$ cat src/rtl/muldiv_unit.sv
// Iterative 32-cycle shift-add multiplier / restoring divider with sign fix-up,
// delivering hi/lo plus a one-cycle write pulse 33 edges after acceptance.
module muldiv_unit #(
  parameter int WIDTH = 32,
  parameter int CNT_W = 6
) (
  input  logic             clock,
  input  logic             reset,
  input  logic             start,
  input  logic [1:0]       op,
  input  logic             flush,
  input  logic [WIDTH-1:0] rs_data,
  input  logic [WIDTH-1:0] rt_data,
  output logic             busy,
  output logic             done,
  output logic             hi_lo_we,
  output logic [WIDTH-1:0] hi,
  output logic [WIDTH-1:0] lo
);

  localparam int W2 = 2 * WIDTH;

  typedef enum logic [1:0] {IDLE, CALC, FIX} state_t;

  state_t           state, state_nxt;
  logic [CNT_W-1:0] count;
  logic [W2-1:0]    acc;
  logic [WIDTH-1:0] a_mag, b_mag;
  logic             is_div, sign_a, neg_res;

  logic             accept, last_iter, is_signed;
  logic [WIDTH-1:0] rs_mag, rt_mag;
  logic [WIDTH:0]   mul_sum, rem_sh;
  logic [WIDTH+1:0] diff;
  logic [W2-1:0]    mul_step, div_step, prod_fix;
  logic [WIDTH-1:0] quo_fix, rem_fix, a_raw;

  assign accept    = (state == IDLE) && start && !flush;
  assign last_iter = (count == CNT_W'(WIDTH - 1));
  assign is_signed = ~op[0];
  assign rs_mag    = (is_signed && rs_data[WIDTH-1]) ? -rs_data : rs_data;
  assign rt_mag    = (is_signed && rt_data[WIDTH-1]) ? -rt_data : rt_data;

  // Multiply: acc = {partial product, remaining multiplier bits}, shifted right each step.
  assign mul_sum  = {1'b0, acc[W2-1:WIDTH]} + (acc[0] ? {1'b0, a_mag} : '0);
  assign mul_step = {mul_sum, acc[WIDTH-1:1]};

  // Divide: acc = {partial remainder, dividend bits shifting out / quotient bits in}.
  assign rem_sh   = {acc[W2-1:WIDTH], acc[WIDTH-1]};
  assign diff     = {1'b0, rem_sh} - {2'b00, b_mag};
  assign div_step = diff[WIDTH+1] ? {rem_sh[WIDTH-1:0], acc[WIDTH-2:0], 1'b0}
                                  : {diff[WIDTH-1:0], acc[WIDTH-2:0], 1'b1};

  assign prod_fix = neg_res ? -acc : acc;
  assign quo_fix  = neg_res ? -acc[WIDTH-1:0] : acc[WIDTH-1:0];
  assign rem_fix  = sign_a ? -acc[W2-1:WIDTH] : acc[W2-1:WIDTH];
  assign a_raw    = sign_a ? -a_mag : a_mag;

  assign hi_lo_we = done;

  always_ff @(posedge clock or negedge reset) begin
    if (!reset) state <= IDLE;
    else        state <= state_nxt;
  end

  always_comb begin
    state_nxt = state;
    case (state)
      IDLE:    if (accept) state_nxt = CALC;
      CALC: begin
        if (flush)          state_nxt = IDLE;
        else if (last_iter) state_nxt = FIX;
      end
      FIX:     state_nxt = IDLE;
      default: state_nxt = IDLE;
    endcase
  end

  always_ff @(posedge clock or negedge reset) begin
    if (!reset) begin
      count   <= '0;
      acc     <= '0;
      a_mag   <= '0;
      b_mag   <= '0;
      is_div  <= 1'b0;
      sign_a  <= 1'b0;
      neg_res <= 1'b0;
      busy    <= 1'b0;
      done    <= 1'b0;
      hi      <= '0;
      lo      <= '0;
    end else begin
      done <= 1'b0;
      case (state)
        IDLE: begin
          if (accept) begin
            a_mag   <= rs_mag;
            b_mag   <= rt_mag;
            is_div  <= op[1];
            sign_a  <= is_signed & rs_data[WIDTH-1];
            neg_res <= is_signed & (rs_data[WIDTH-1] ^ rt_data[WIDTH-1]);
            acc     <= op[1] ? {{WIDTH{1'b0}}, rs_mag} : {{WIDTH{1'b0}}, rt_mag};
            count   <= '0;
            busy    <= 1'b1;
          end
        end
        CALC: begin
          if (flush) begin
            busy <= 1'b0;
          end else begin
            acc   <= is_div ? div_step : mul_step;
            count <= count + 1'b1;
          end
        end
        FIX: begin
          busy <= 1'b0;
          if (!flush) begin
            done <= 1'b1;
            if (!is_div) begin
              hi <= prod_fix[W2-1:WIDTH];
              lo <= prod_fix[WIDTH-1:0];
            end else if (b_mag == '0) begin
              // Divide by zero reports the untouched dividend and an all-ones quotient.
              hi <= a_raw;
              lo <= '1;
            end else begin
              hi <= rem_fix;
              lo <= quo_fix;
            end
          end
        end
        default: busy <= 1'b0;
      endcase
    end
  end

endmodule
$ cat config.mk
export PLATFORM = sky130hd
export DESIGN_NAME = muldiv_unit
export DESIGN_NICKNAME = d
export VERILOG_FILES = /design/src/rtl/muldiv_unit.sv
export SDC_FILE = /design/constraint.sdc
export NUM_CORES = 1
export LEC_CHECK = 0
export CAP_MARGIN = 10
export CORE_ASPECT_RATIO = 0.7
export CORE_UTILIZATION = 25
export DETAILED_ROUTE_END_ITERATION = 16
export PLACE_DENSITY = 0.42
export SLEW_MARGIN = 10
export SYNTH_ARGS = -nofsm -noshare
export SYNTH_HDL_FRONTEND = slang
export SYNTH_SLANG_ARGS = --single-unit
$ cat constraint.sdc
create_clock -name clock -period 4.6 [get_ports clock]
set_input_delay 0.92 -clock clock [delete_from_list [all_inputs] [get_ports clock]]
set_output_delay 0.92 -clock clock [all_outputs]
set_load 0.02 [all_outputs]
Word-level counts from Yosys, hierarchy flattened --
Cells that the tools add are included. Widths: inputs -> output; s select.
Operators by class: bitwise operators 5, reduce and logical (&&, ||, !) cells 13, $add $sub $neg 9, equality and inequality tests 7, multiplexer cells 29
Operator list (number):
- $mux 32 | 11
- $mux 64 | 5
- $neg 32->32 | 5
- $pmux 64 s2 | 1
- $neg 64->64 | 1
- $sub 33x32->34 | 1
- $add 32x32->33 | 1
- $logic_not 32->1 | 1
- $mux 6 | 2
- $pmux 6 s2 | 1
- $reduce_and 2->1 | 4
- $add 6x1->6 const B | 1
- $eq 6x5->1 const B | 1
- $mux 2 | 3
- $ne 2x2->1 const B | 3
- $logic_and 1x1->1 | 4
- $mux 1 | 4
- $pmux 2 s2 | 1
- $ne 3x3->1 const B | 1
- $reduce_and 3->1 | 1
- $and 1x1->1 | 2
- $eq 2x1->1 const B | 1
- $eq 2x2->1 const B | 1
- $logic_not 2->1 | 1
- other kinds (5) | 6
Word-level totals: bits of input ports 70, word-level logic and storage cells 75, output and inout port bits 67, flip-flop bits (word level) 205

Logic depth before layout (Yosys ltp) --
Gate-level depths: netlist of the first run.
depth in word-level cells 6, depth in mapped cells 14, depth with buffers taken out 14

Worst setup path after synthesis of the first run --
Ideal clock, no wire load.
path kind flip-flop to flip-flop, start point register acc[35], end point register acc[40], slack 1399 ps, stages on the path, launching flop included 13, data arrival time 3061 ps, period minus slack after synthesis 3201 ps, library setup time 140 ps, buffers on the path 3, data required time 4460 ps, cell sequence dfrtp_1 > ha_1 > clkbuf_1 > a21oi_1 > and3b_1 > a41oi_1 > o22ai_1 > a211o_1 > a311o_1 > clkbuf_1 > buf_1 > mux2i_1 > o221ai_1
On the way: word-level cells in the longest chain between the ends 5, elaborated cells on any way between the ends 6, those cells by class add/sub: 2; mux: 4
RTL lines:
- start: declaration | line 27 | logic [W2-1:0] acc;
- start signal: assignment | line 102 | acc <= op[1] ? {{WIDTH{1'b0}}, rs_mag} : {{WIDTH{1'b0}}, rt_mag};
- start signal: assignment | line 111 | acc <= is_div ? div_step : mul_step;
- $sub 33x32->34 | line 50 | assign diff = {1'b0, rem_sh} - {2'b00, b_mag};
- $mux 64 | line 51 | assign div_step = diff[WIDTH+1] ? {rem_sh[WIDTH-1:0], acc[WIDTH-2:0], 1'b0}
- $mux 64 (*) | line 111
- $mux 64 (*) | line 108 | if (flush) begin
- $pmux 64 s2 (*) | line 94 | case (state)
Mark *: on every way between the ends. The rest lies on a longest branch, timed or not. The select of a mux whose other input is x is not followed. A chain may end at the register's enable or synchronous reset.

Final worst setup path of the first run --
start point register acc[9], end point register hi[1]
On the way: word-level cells in the longest chain between the ends 3
RTL lines:
- $neg 64->64 | line 54 | assign prod_fix = neg_res ? -acc : acc;
- $mux 64 | line 54
- $mux 32 | line 119 | if (!is_div) begin
- end signal: assignment | line 120 | hi <= prod_fix[W2-1:WIDTH];
- end signal: assignment | line 124 | hi <= a_raw;
- end signal: assignment | line 127 | hi <= rem_fix;
- end: declaration | line 17 | output logic [WIDTH-1:0] hi,
Every way passes these cells.

==> results of run 1 <==
Yosys cell counts, types with 18 or more instances:
library cell	number
a22oi_1	18
nor4_1	24
nor2_1	165
nor3_1	37
xor2_1	126
a21o_1	22
nand3_1	31
a211oi_1	18
nand2_1	263
or3_1	33
dfrtp_1	205
ha_1	70
clkbuf_1	127
a31oi_1	35
and2_1	36
inv_1	68
o211ai_1	19
a21oi_1	166
mux2i_1	55
o21ai_0	246
o31ai_1	36
xnor2_1	101
or4_1	20
path summary, 6_finish.rpt:
| check | start | end | slack [ns] | cells after the start |
|---|---|---|---|---|
| worst min-delay path | reset | hi[17] | 0.34 | 1 |
| worst max register to register | acc[9] | hi[1] | 0.57 | 7 |
| worst min register to register | hi[7] | hi[7] | 0.47 | 2 |
| worst max-delay path | acc[9] | hi[1] | 0.57 | 7 |
| max in group asynchronous | reset | count[3] | 3.23 | 2 |
| min in group clock | hi[7] | hi[7] | 0.47 | 2 |
cell families (layout without fill, tap and decap cells):
kind of cell,Yosys count,in the layout
other,0,1
and+or+nand+nor,683,683
buffers and inverters,211,329
muxes,59,59
DFF,205,205
adders and majority gates,72,72
AOI/OAI and AO/OA,672,672
xor gates and xnor gates,227,227
worst max-delay path: cells and delay by family (launching register included):
family	cells	cell delay (ns)
simple gates	4	2.50
compound gates	2	0.64
flops	1	0.39
xor+xnor	1	0.34
sequential cells by signal, summed over array words and instances, names as in the netlist:
name     flops
state        2
count        6
is_div       1
a_mag       32
acc         64
hi          32
sign_a       1
lo          32
busy         1
neg_res      1
b_mag       32
done         1
per-layer routing:
metal | vias to the layer above | part of all wire [%] | routed length, µm
met5 | - | 0 | 0
met4 | 0 | 1.5 | 1150
met3 | 60 | 11 | 8040
met2 | 649 | 38 | 28400
met1 | 8028 | 50 | 37500
li1 | 7809 | - | -
power groups by stage:
stage | clock [W] | combinational, W | sequential (W)
3_3_place_gp | 0 | 0.00614 | 0.00281
3_5_place_dp | 0 | 0.00608 | 0.00281
2_1_floorplan | 0 | 0.00424 | 0.00244
5_1_grt | 0.00227 | 0.00681 | 0.00284
4_1_cts | 0.00221 | 0.00611 | 0.00278
6_report | 0.00217 | 0.00626 | 0.00281
metrics by stage:
stage          hold WS [ns]  std cells
2_1_floorplan         0.442       2129
5_1_grt               0.440       3127
3_5_place_dp          0.467       3080
6_report              0.335       3128
3_3_place_gp          0.458       3080
4_1_cts               0.396       3126
layout make-up:
class                           count  area, µm²
Timing Repair Buffer              214       1990
Sequential cell                   205       5130
Clock buffer                       36        748
Fill cell                        6990      45300
Tap cell                          880       1100
Clock inverter                     10        126
Multi-Input combinational cell   1713      10800
Inverter                           69        259
Antenna cell                        1       2.50
==> results.yml, run 1 <==
status:
  status: "finished clean"
worst_setup_path:
  crit_type: "reg -> reg"
  crit_arrival_ns: 4.46
  crit_fanout: 11
  cp_slowest_cell: "or4_1"
  slowest_delay_ns: 0.80
  cp_cell_sequence: "or4_1 > or3_1 > or4_4 > or2_1 > o21ai_0 > xnor2_1 > o211ai_1"
  start_kind: "register"
  required_ns: 5.03
  crit_path_end_kind: "register"
cts:
  cts-buffers-inserted: 26
  cts_hold_buf: 0
  clock_sinks: 205
  clk-insertion-delay-late_ns: 0.58
  cts_setup_buffers: 0
  cts-root-buf: "clkbuf_16"
  cts_tree: "yes"
  htreeDepth: 1
  clk_pin_slew_ns: 0.07
  cts_resized: 0
  clockBufferDepth: 3
pwr:
  power.total_w: 0.0112
  p_clk_share_pct: 19.3
  power.density_mw_per_mm2: 557
  switching_power_w: 0.00553
  combPwrFrac_pct: 55.7
  swShare_pct: 49.2
  p_int_w: 0.00571
  seq_power_share_pct: 25.0
  vdd_drop_max_v: 0.000296
  power.leakage_nw: 8.32
route:
  avgRoutedWirePerCell_um: 24.0
  ant_nets: 0
  viasPerCell: 5.29
  wirelength_mm: 75.1
  drt-pass1-iter-count: 6
  drt_iter0_drc: 1670
  vias: 16500
  drc: 0
floorplan:
  initial_core_util_pct: 25.5
  rows: 78
  dieWidth_um: 311
  num_io_pins: 137
  fp.dieH_um: 218
  die-area_mm2: 0.0679
  coreArea_mm2: 0.0655
sta:
  postLayoutSetupSlackWorst_ns: 0.566
  fin_crit_ns: 4.03
  clock_skew_ns: 0.0305
  drv_slew: 0
  hold_viol_final: 0
  max_slew_margin_pct: 36.7
  setup_viol: 0
  tightest_slew_ns: 0.949
  fin_crit_sh_pct: 87.7
  rsz0062_at_grt: "no"
  fmax_mhz: 248
  finalSetupTns_ns: 0
logic_synthesis:
  synth-seq-cells: 205
  yosys.area_share.simple_pct: 19.1
  synth_edf_count: 0
  synth_adder_area_share_pct: 5.48
  synth_mux_area_share_pct: 3.63
  synth.distinct_cells: 75
  synth_top_family_by_area: "compound AO/OA/AOI/OAI gates"
  synth_area_mm2: 0.0167
  avgSynthCellArea_um2: 7.86
  synth_top_area_share_pct: 30.7
  synthTopCellsByArea: "dfrtp_1 (31%), o21ai_0 (7.4%), xor2_1 (6.6%)"
  yosysWarnings: 0
  async_flop_share_pct: 100
  synth_top_area_cell: "dfrtp_1"
  synth-xor-area-share_pct: 11.9
  syn-num-nets: 2271
  yosysSeqAreaShare_pct: 30.7
  synth_cells: 2129
  synth-compound-area-share_pct: 24.4
  ys.flop_type: "dfrtp_1"
placement:
  place_area_mm2: 0.0193
  port-buffer-count: 136
  dpl_worst_slack_ns: 0.360
  post-dp-hpwl_mm: 59.6
  gp_congestion: 0.958
global_route:
  grt_max_degree: 91
  grt_pass1_wl_mm: 109
  first_global_vias: 15600
  grt_use_met1_pct: 33.2
  use_met2_pct: 28.6
  grt_most_used_layer: "met1"
  grt_util_all_layers_pct: 21.7
  grt-ovfl-total: 0
  grtUsageMet3_pct: 7.41
  antenna_found_initial: 6
final_layout:
  layout_commonest_cell: "nand2_1"
  design_area_mm2: 0.0202
  final_cell_mix: "nand2_1 (262), o21ai_0 (246), dfrtp_1 (203)"
  nets: 2371
  area.growth.synth_to_final_pct: 20.6
  fin_util_pct: 30.8
  drive_gt1_share_pct: 6.63
job:
  drv_cap: 0
min_path:
  min_path_type: "in -> async"
No activity file was read; power rests on OpenSTA's default activity.
==> run 2, diff against run 1 <==
Settings changed: SLEW_MARGIN 10 to default.
==> results of run 2 <==
No change in the layout: final DEF, timing and power equal those of run 1.
